## src/rtl/nx_fifo_out_pipe.sv

```systemverilog
// nx_fifo_out_pipe: registered read-side output stage for a show-ahead nx_fifo.
// A two-entry skid buffer (head + skid) pops the FIFO and presents a
// valid/ready stream. The pop request never depends on out_ready.
//
// Handshake: a beat transfers on a rising edge where out_valid=1 and
// out_ready=1. While out_valid=1 and out_ready=0, out_data holds steady.
// Upstream, fifo_ren=1 pops the FIFO head on the same edge, and fifo_ren
// is only raised while fifo_empty=0.
module nx_fifo_out_pipe #(
  parameter int WIDTH      = 611,
  parameter bit DATA_RESET = 1'b1
) (
  input  logic             clk,
  input  logic             rst,
  input  logic             clear,
  input  logic             fifo_empty,
  input  logic [WIDTH-1:0] fifo_rdata,
  output logic             fifo_ren,
  output logic             out_valid,
  output logic [WIDTH-1:0] out_data,
  input  logic             out_ready,
  output logic [1:0]       occupancy
);

  // Occupancy doubles as the controller state and is exposed as occupancy.
  typedef enum logic [1:0] {
    OCC_EMPTY = 2'd0,
    OCC_ONE   = 2'd1,
    OCC_FULL  = 2'd2
  } occ_e;

  occ_e             occ_q;
  occ_e             occ_d;
  logic [WIDTH-1:0] head_q;
  logic [WIDTH-1:0] head_d;
  logic [WIDTH-1:0] skid_q;
  logic [WIDTH-1:0] skid_d;
  logic             flush;
  logic             push;
  logic             pop;

  // rst and clear both flush the buffer and suppress any pop or handshake.
  assign flush    = rst | clear;
  // Depends only on local occupancy and fifo_empty, so there is no
  // combinational path from out_ready to fifo_ren.
  assign fifo_ren = !flush && !fifo_empty && (occ_q != OCC_FULL);
  assign push     = fifo_ren;
  assign pop      = (occ_q != OCC_EMPTY) && out_ready;

  assign out_valid = (occ_q != OCC_EMPTY);
  assign out_data  = (DATA_RESET && (occ_q == OCC_EMPTY)) ? '0 : head_q;
  assign occupancy = occ_q;

  // Next-state and datapath selection; flush takes priority over push/pop.
  always_comb begin
    occ_d  = occ_q;
    head_d = head_q;
    skid_d = skid_q;
    if (flush) begin
      occ_d = OCC_EMPTY;
      if (DATA_RESET) begin
        head_d = '0;
        skid_d = '0;
      end
    end else begin
      case (occ_q)
        OCC_EMPTY: begin
          if (push) begin
            head_d = fifo_rdata;
            occ_d  = OCC_ONE;
          end
        end
        OCC_ONE: begin
          case ({push, pop})
            2'b10: begin
              skid_d = fifo_rdata;
              occ_d  = OCC_FULL;
            end
            2'b01: begin
              occ_d = OCC_EMPTY;
              if (DATA_RESET) head_d = '0;
            end
            2'b11: begin
              head_d = fifo_rdata;
            end
            default: ;
          endcase
        end
        OCC_FULL: begin
          // push is impossible here, so the skid entry simply moves up.
          if (pop) begin
            head_d = skid_q;
            occ_d  = OCC_ONE;
          end
        end
        default: occ_d = OCC_EMPTY;
      endcase
    end
  end

  // State register with synchronous reset; data follows the next-state logic.
  always_ff @(posedge clk) begin
    if (rst) occ_q <= OCC_EMPTY;
    else     occ_q <= occ_d;
    head_q <= head_d;
    skid_q <= skid_d;
  end

endmodule

```

## config.mk

```make
export PLATFORM = sky130hd
export DESIGN_NAME = nx_fifo_out_pipe
export DESIGN_NICKNAME = d
export VERILOG_FILES = /design/src/rtl/nx_fifo_out_pipe.sv
export SDC_FILE = /design/constraint.sdc
export NUM_CORES = 2
export LEC_CHECK = 0
export BUFFER_PORTS_ARGS = -buffer_cell sky130_fd_sc_hd__buf_2
export CORE_AREA = 4 4 478 480
export DETAILED_ROUTE_END_ITERATION = 7
export DIE_AREA = 0 0 482 484
export PLACE_DENSITY = 0.48
export SKIP_LAST_GASP = 1
export SLEW_MARGIN = 20
export SYNTH_ARGS = -nofsm -noshare
export SYNTH_HDL_FRONTEND = slang
export SYNTH_SLANG_ARGS = --single-unit
```

## constraint.sdc

```tcl
create_clock -name clk -period 3.9 [get_ports clk]
set_clock_uncertainty 0.15 [all_clocks]
set_input_delay 0.195 -clock clk [delete_from_list [all_inputs] [get_ports clk]]
set_output_delay 0.195 -clock clk [all_outputs]
set_load 0.005 [all_outputs]
```

Word level (Yosys, flattened, before mapping)
Cells that the tools add are included.
W data, S select, Z words.
{"block": "word_totals", "in_bits": 616, "ff_bits": 1224, "wordCells": 35, "output_inout_bits": 615}
{"block": "classes", "n_mux": 9, "n_reduce_logical": 12, "n_eq_ne": 10, "bitwise_logic": 1}
{"cell": "$mux W611", "n": 3}
{"cell": "$pmux W611 S3", "n": 1}
{"cell": "$pmux W611 S2", "n": 1}
{"cell": "$eq A2 B2 Y1 const B", "n": 3}
{"cell": "$ne A2 B2 Y1 const B", "n": 3}
{"cell": "$ne A3 B2 Y1 const B", "n": 2}
{"cell": "$pmux W2 S3", "n": 1}
{"cell": "$eq A2 B1 Y1 const B", "n": 2}
{"cell": "$mux W2", "n": 2}
{"cell": "$pmux W2 S2", "n": 1}
{"cell": "$reduce_and A4 Y1", "n": 1}
{"cell": "$logic_and A1 B1 Y1", "n": 3}
{"cell": "$reduce_and A3 Y1", "n": 1}
{"cell": "$reduce_bool A3 Y1", "n": 1}
{"cell": "$logic_not A1 Y1", "n": 2}
{"cell": "$logic_not A2 Y1", "n": 1}
{"cell": "$reduce_and A2 Y1", "n": 1}
{"cell": "$reduce_bool A2 Y1", "n": 1}
{"cell": "$reduce_or A2 Y1", "n": 1}
{"cell": "$or A1 B1 Y1", "n": 1}

Longest topological paths before layout
{"block": "logic_depth", "depth_word": 7, "mapped_depth": 10, "depth_no_buf": 7}

Worst setup path before layout
Ideal clock, no wire load.
{"block": "synth_path", "kind": "flip-flop to flip-flop", "from": "register occ_q[0], in the netlist occupancy[0]", "to": "register head_q[100]", "n_path_buf": 2, "path_stages_with_launch": 10, "setup_slack_ps": 1612, "required_ps": 3618, "setup_time_ps": 132, "synth_period_minus_slack_ps": 2288, "arrival_time_ps": 2007, "path_cell_list": "dfxtp_1 -> inv_1 -> ha_1 -> or4_4 -> clkinv_1 -> a22oi_2 -> clkbuf_1 -> clkbuf_1 -> a221oi_1 -> nor3_1"}
{"block": "synth_via", "elab_chain_len": 5, "elab_cells_between_ends": 16, "classes_between": "eq/ne: 8; mux: 2; reduce/logical: 6"}
{"element": "from (decl)", "line_no": "32", "text": "occ_e occ_q;"}
{"element": "from (signal assigned)", "line_no": "103", "text": "if (rst) occ_q <= OCC_EMPTY;"}
{"element": "from (signal assigned)", "line_no": "104", "text": "else occ_q <= occ_d;"}
{"element": "$ne A2 B2 Y1 *", "line_no": "46", "text": "assign fifo_ren = !flush && !fifo_empty && (occ_q != OCC_FULL);"}
{"element": "$logic_and A1 B1 Y1 *", "line_no": "46"}
{"element": "net fifo_ren", "line_no": "18", "text": "output logic fifo_ren,"}
{"element": "$eq A2 B2 Y1 / $eq A2 B1 Y1 (equally long branches)", "line_no": "74", "text": "case ({push, pop})"}
{"element": "$pmux W611 S2 / $ne A3 B2 Y1 (equally long branches)"}
{"element": "$pmux W611 S3 / $reduce_and A4 Y1 (equally long branches)"}
{"element": "to (signal assigned)", "line_no": "105", "text": "head_q <= head_d;"}
{"element": "to (decl)", "line_no": "34", "text": "logic [WIDTH-1:0] head_q;"}
The timed path passes the listed nets; every way through them passes the cells marked *.
A chain may end at the register's enable or synchronous reset.

Worst setup path after layout
{"block": "layout_path", "from": "register occ_q[0], in the netlist occupancy[0]", "to": "output out_data[57]"}
{"block": "layout_via", "elab_chain_len": 2}
{"element": "$logic_not A2 Y1", "line_no": "51", "text": "assign out_data = (DATA_RESET && (occ_q == OCC_EMPTY)) ? '0 : head_q;"}
{"element": "$mux W611", "line_no": "51"}
{"element": "to (decl)", "line_no": "20", "text": "output logic [WIDTH-1:0] out_data,"}
No other way between the ends.

==> impl_metrics.json <==
{
  "grt_busiest_layer": "met2",
  "ys_types": 26,
  "die_x_microns": 482,
  "rsz0062_at_grt": "no",
  "grt_util_met3": 0.0498,
  "wl_mm": 229,
  "met2_usage": 0.298,
  "synth_edf_count": 0,
  "cts.sinks": 1224,
  "final_hold_viol_count": 0,
  "grt_antenna_before_repair": 59,
  "cts_root_buf": "clkbuf_16",
  "powerDensity_nw_per_um2": 413,
  "synthFlopType": "dfxtp_1",
  "fmax_mhz": 292,
  "synth.top_cells.by_count": "1224 x dfxtp_1, 1222 x nand2_1, 615 x nor2_1",
  "setup_tns_ns": 0,
  "layout.nets": 8496,
  "ant_nets": 0,
  "r2r-start": "occupancy[0]$_SDFFE_PP0P_",
  "final_cell_area_sq_um": 71700,
  "synth_cells": 6140,
  "required_ns": 3.56,
  "cap_violations": 0,
  "pin_count": 1231,
  "setup.worst_path.start": "occupancy[0]$_SDFFE_PP0P_",
  "wl_per_cell_microns": 20.8,
  "syn_area_per_cell_sq_um": 8.05,
  "drt_iter0_markers": 3950,
  "numPortBuffers": 1230,
  "place_ws_ns": 0.761,
  "dpl-instance-area_sq_um": 58800,
  "yosys_warnings": 0,
  "die_h_microns": 484,
  "via_per_inst": 4.79,
  "min_from": "fifo_rdata[178]",
  "timing.final.ws_setup_ns": 0.477,
  "grt_pass1_wl_mm": 338,
  "status": "complete, no violations",
  "initial_core_util": 0.220,
  "yosys-top-cells-area": "dfxtp_1 50%, a221oi_1 11%, nand2_1 9.3%",
  "tightest_slew_ns": 0.941,
  "synth_area_sq_um": 49400,
  "path_max_fanout": 61,
  "grt-ovfl-total": 0,
  "clk_pin_slew_ns": 0.06,
  "grt_max_degree": 124,
  "critPathLaunchType": "flip-flop",
  "core-area_sq_um": 224000,
  "post_cts_resize_count": 0,
  "synth-seq-cells": 1224,
  "vias": 52838,
  "power_uw": 29600,
  "finalMaxSlewViolations": 0,
  "slew_headroom": 0.373,
  "crit_path_end_kind": "output pin",
  "drc": 0,
  "cts_tree": "built",
  "dp_hpwl_mm": 156,
  "hold_path_class": "input port to flip-flop",
  "placementRows": 174,
  "worstSetupPathType": "flip-flop to output pin",
  "irDropWorstVdd_uv": 371,
  "cts_buffer_depth": 3,
  "htree_levels": 4,
  "cts_buffers": 145,
  "setup_viol": 0,
  "syn_nets": 6760,
  "ys_seq_area_frac": 0.496,
  "routabilityCongestion": 0.882,
  "met1_usage": 0.240,
  "synth.top_cell.area_share": 0.496,
  "drive_gt1_frac": 0.205,
  "area_growth_pct": 45.1,
  "die_area_sq_um": 233000,
  "period_minus_slack_ns": 3.42,
  "synth.most_common_cell": "dfxtp_1",
  "clock_latency_ns": 0.79,
  "first_pass_iters": 6,
  "fin_crit_sh": 0.878,
  "grt_pass1_vias": 51635,
  "arrival_ns": 3.08,
  "track_usage": 0.186,
  "yosysTopAreaCell": "dfxtp_1",
  "leakage_uw": 0.0263,
  "final_util": 0.320,
  "synthArstFlopShare": 0
}
==> cell type report <==
class                   count  area [sq um]
flip-flops and latches   1224         24500
multi-input cells        4303         22400
inverters                   4          15.0
well taps                2992          3740
clock inverters            45           628
diodes                     50           125
fillers                 23589        153000
clock buffers             215          4220
repair buffers           2198         16100
==> worst paths after layout <==
kind                         endpoint  slack (ns)  depth (start not counted)
min reg2reg   skid_q[78]$_SDFFE_PP0P_        0.30                          2
max                      out_data[57]        0.48                          6
max reg2reg  head_q[536]$_SDFFE_PP0P_        0.59                          9
min          skid_q[178]$_SDFFE_PP0P_        0.08                          4
==> report_power, final <==
part	switching, uW	leakage [uW]	internal (uW)	total [uW]
clock	5700	0.00238	8240	13900
sequential	134	0.00989	12700	12900
combinational	1560	0.0140	1280	2830
==> cells in the final DEF (no fill, tap or decap), types with 2 or more instances in the layout <==
cell | Yosys | layout
a21oi_1 | 614 | 614
a221oi_1 | 611 | 611
buf_12 | 0 | 54
buf_2 | 204 | 1230
buf_4 | 6 | 125
bufinv_16 | 0 | 11
clkbuf_1 | 399 | 42
clkbuf_16 | 0 | 149
clkbuf_8 | 0 | 24
clkinv_16 | 0 | 2
clkinv_2 | 0 | 22
clkinv_8 | 0 | 4
dfxtp_1 | 1224 | 1224
diode_2 | 0 | 50
dlygate4sd3_1 | 0 | 789
ha_1 | 4 | 3
inv_1 | 3 | 3
inv_6 | 0 | 4
nand2_1 | 1222 | 1222
nand2b_1 | 2 | 2
nor2_1 | 615 | 615
nor2b_1 | 611 | 611
nor3_1 | 611 | 611
o21ai_0 | 2 | 2
==> routing by layer <==
layer / vias up / share of wire
met2: 2132 / 0.46
met4: 28 / 0.032
li1: 24714 / -
met5: - / 0.00075
met3: 384 / 0.084
met1: 25580 / 0.42
==> per-stage QoR <==
step	hold slack, ns	instances
after floorplan	0.181	6140
after global placement	0.291	9932
after detailed placement	0.296	9932
after CTS	0.000106	10981
after global routing	0.0294	11019
final	0.0841	11031
==> registers in the layout (all words and copies together), names as in the netlist <==
signal	count
skid_q	611
head_q	611
occupancy	2
==> worst max-delay path: stages, from the launching register on <==
cell	delay, ns
dfxtp_1	0.35
inv_1	0.13
ha_4	0.36
buf_12	0.28
buf_4	0.62
nor2b_1	0.20
buf_2	0.19
==> kinds of logic after synthesis <==
family          synth area share
compound gates             0.171
fa+ha+maj                0.00101
buf+inv                   0.0522
flops                      0.496
simple gates               0.280
==> timing repair <==
action	CTS	global route
hold endpoints to repair	1224	0
setup buffers	0	0
hold buffers	789	0
(Power assumes the default switching activity.)
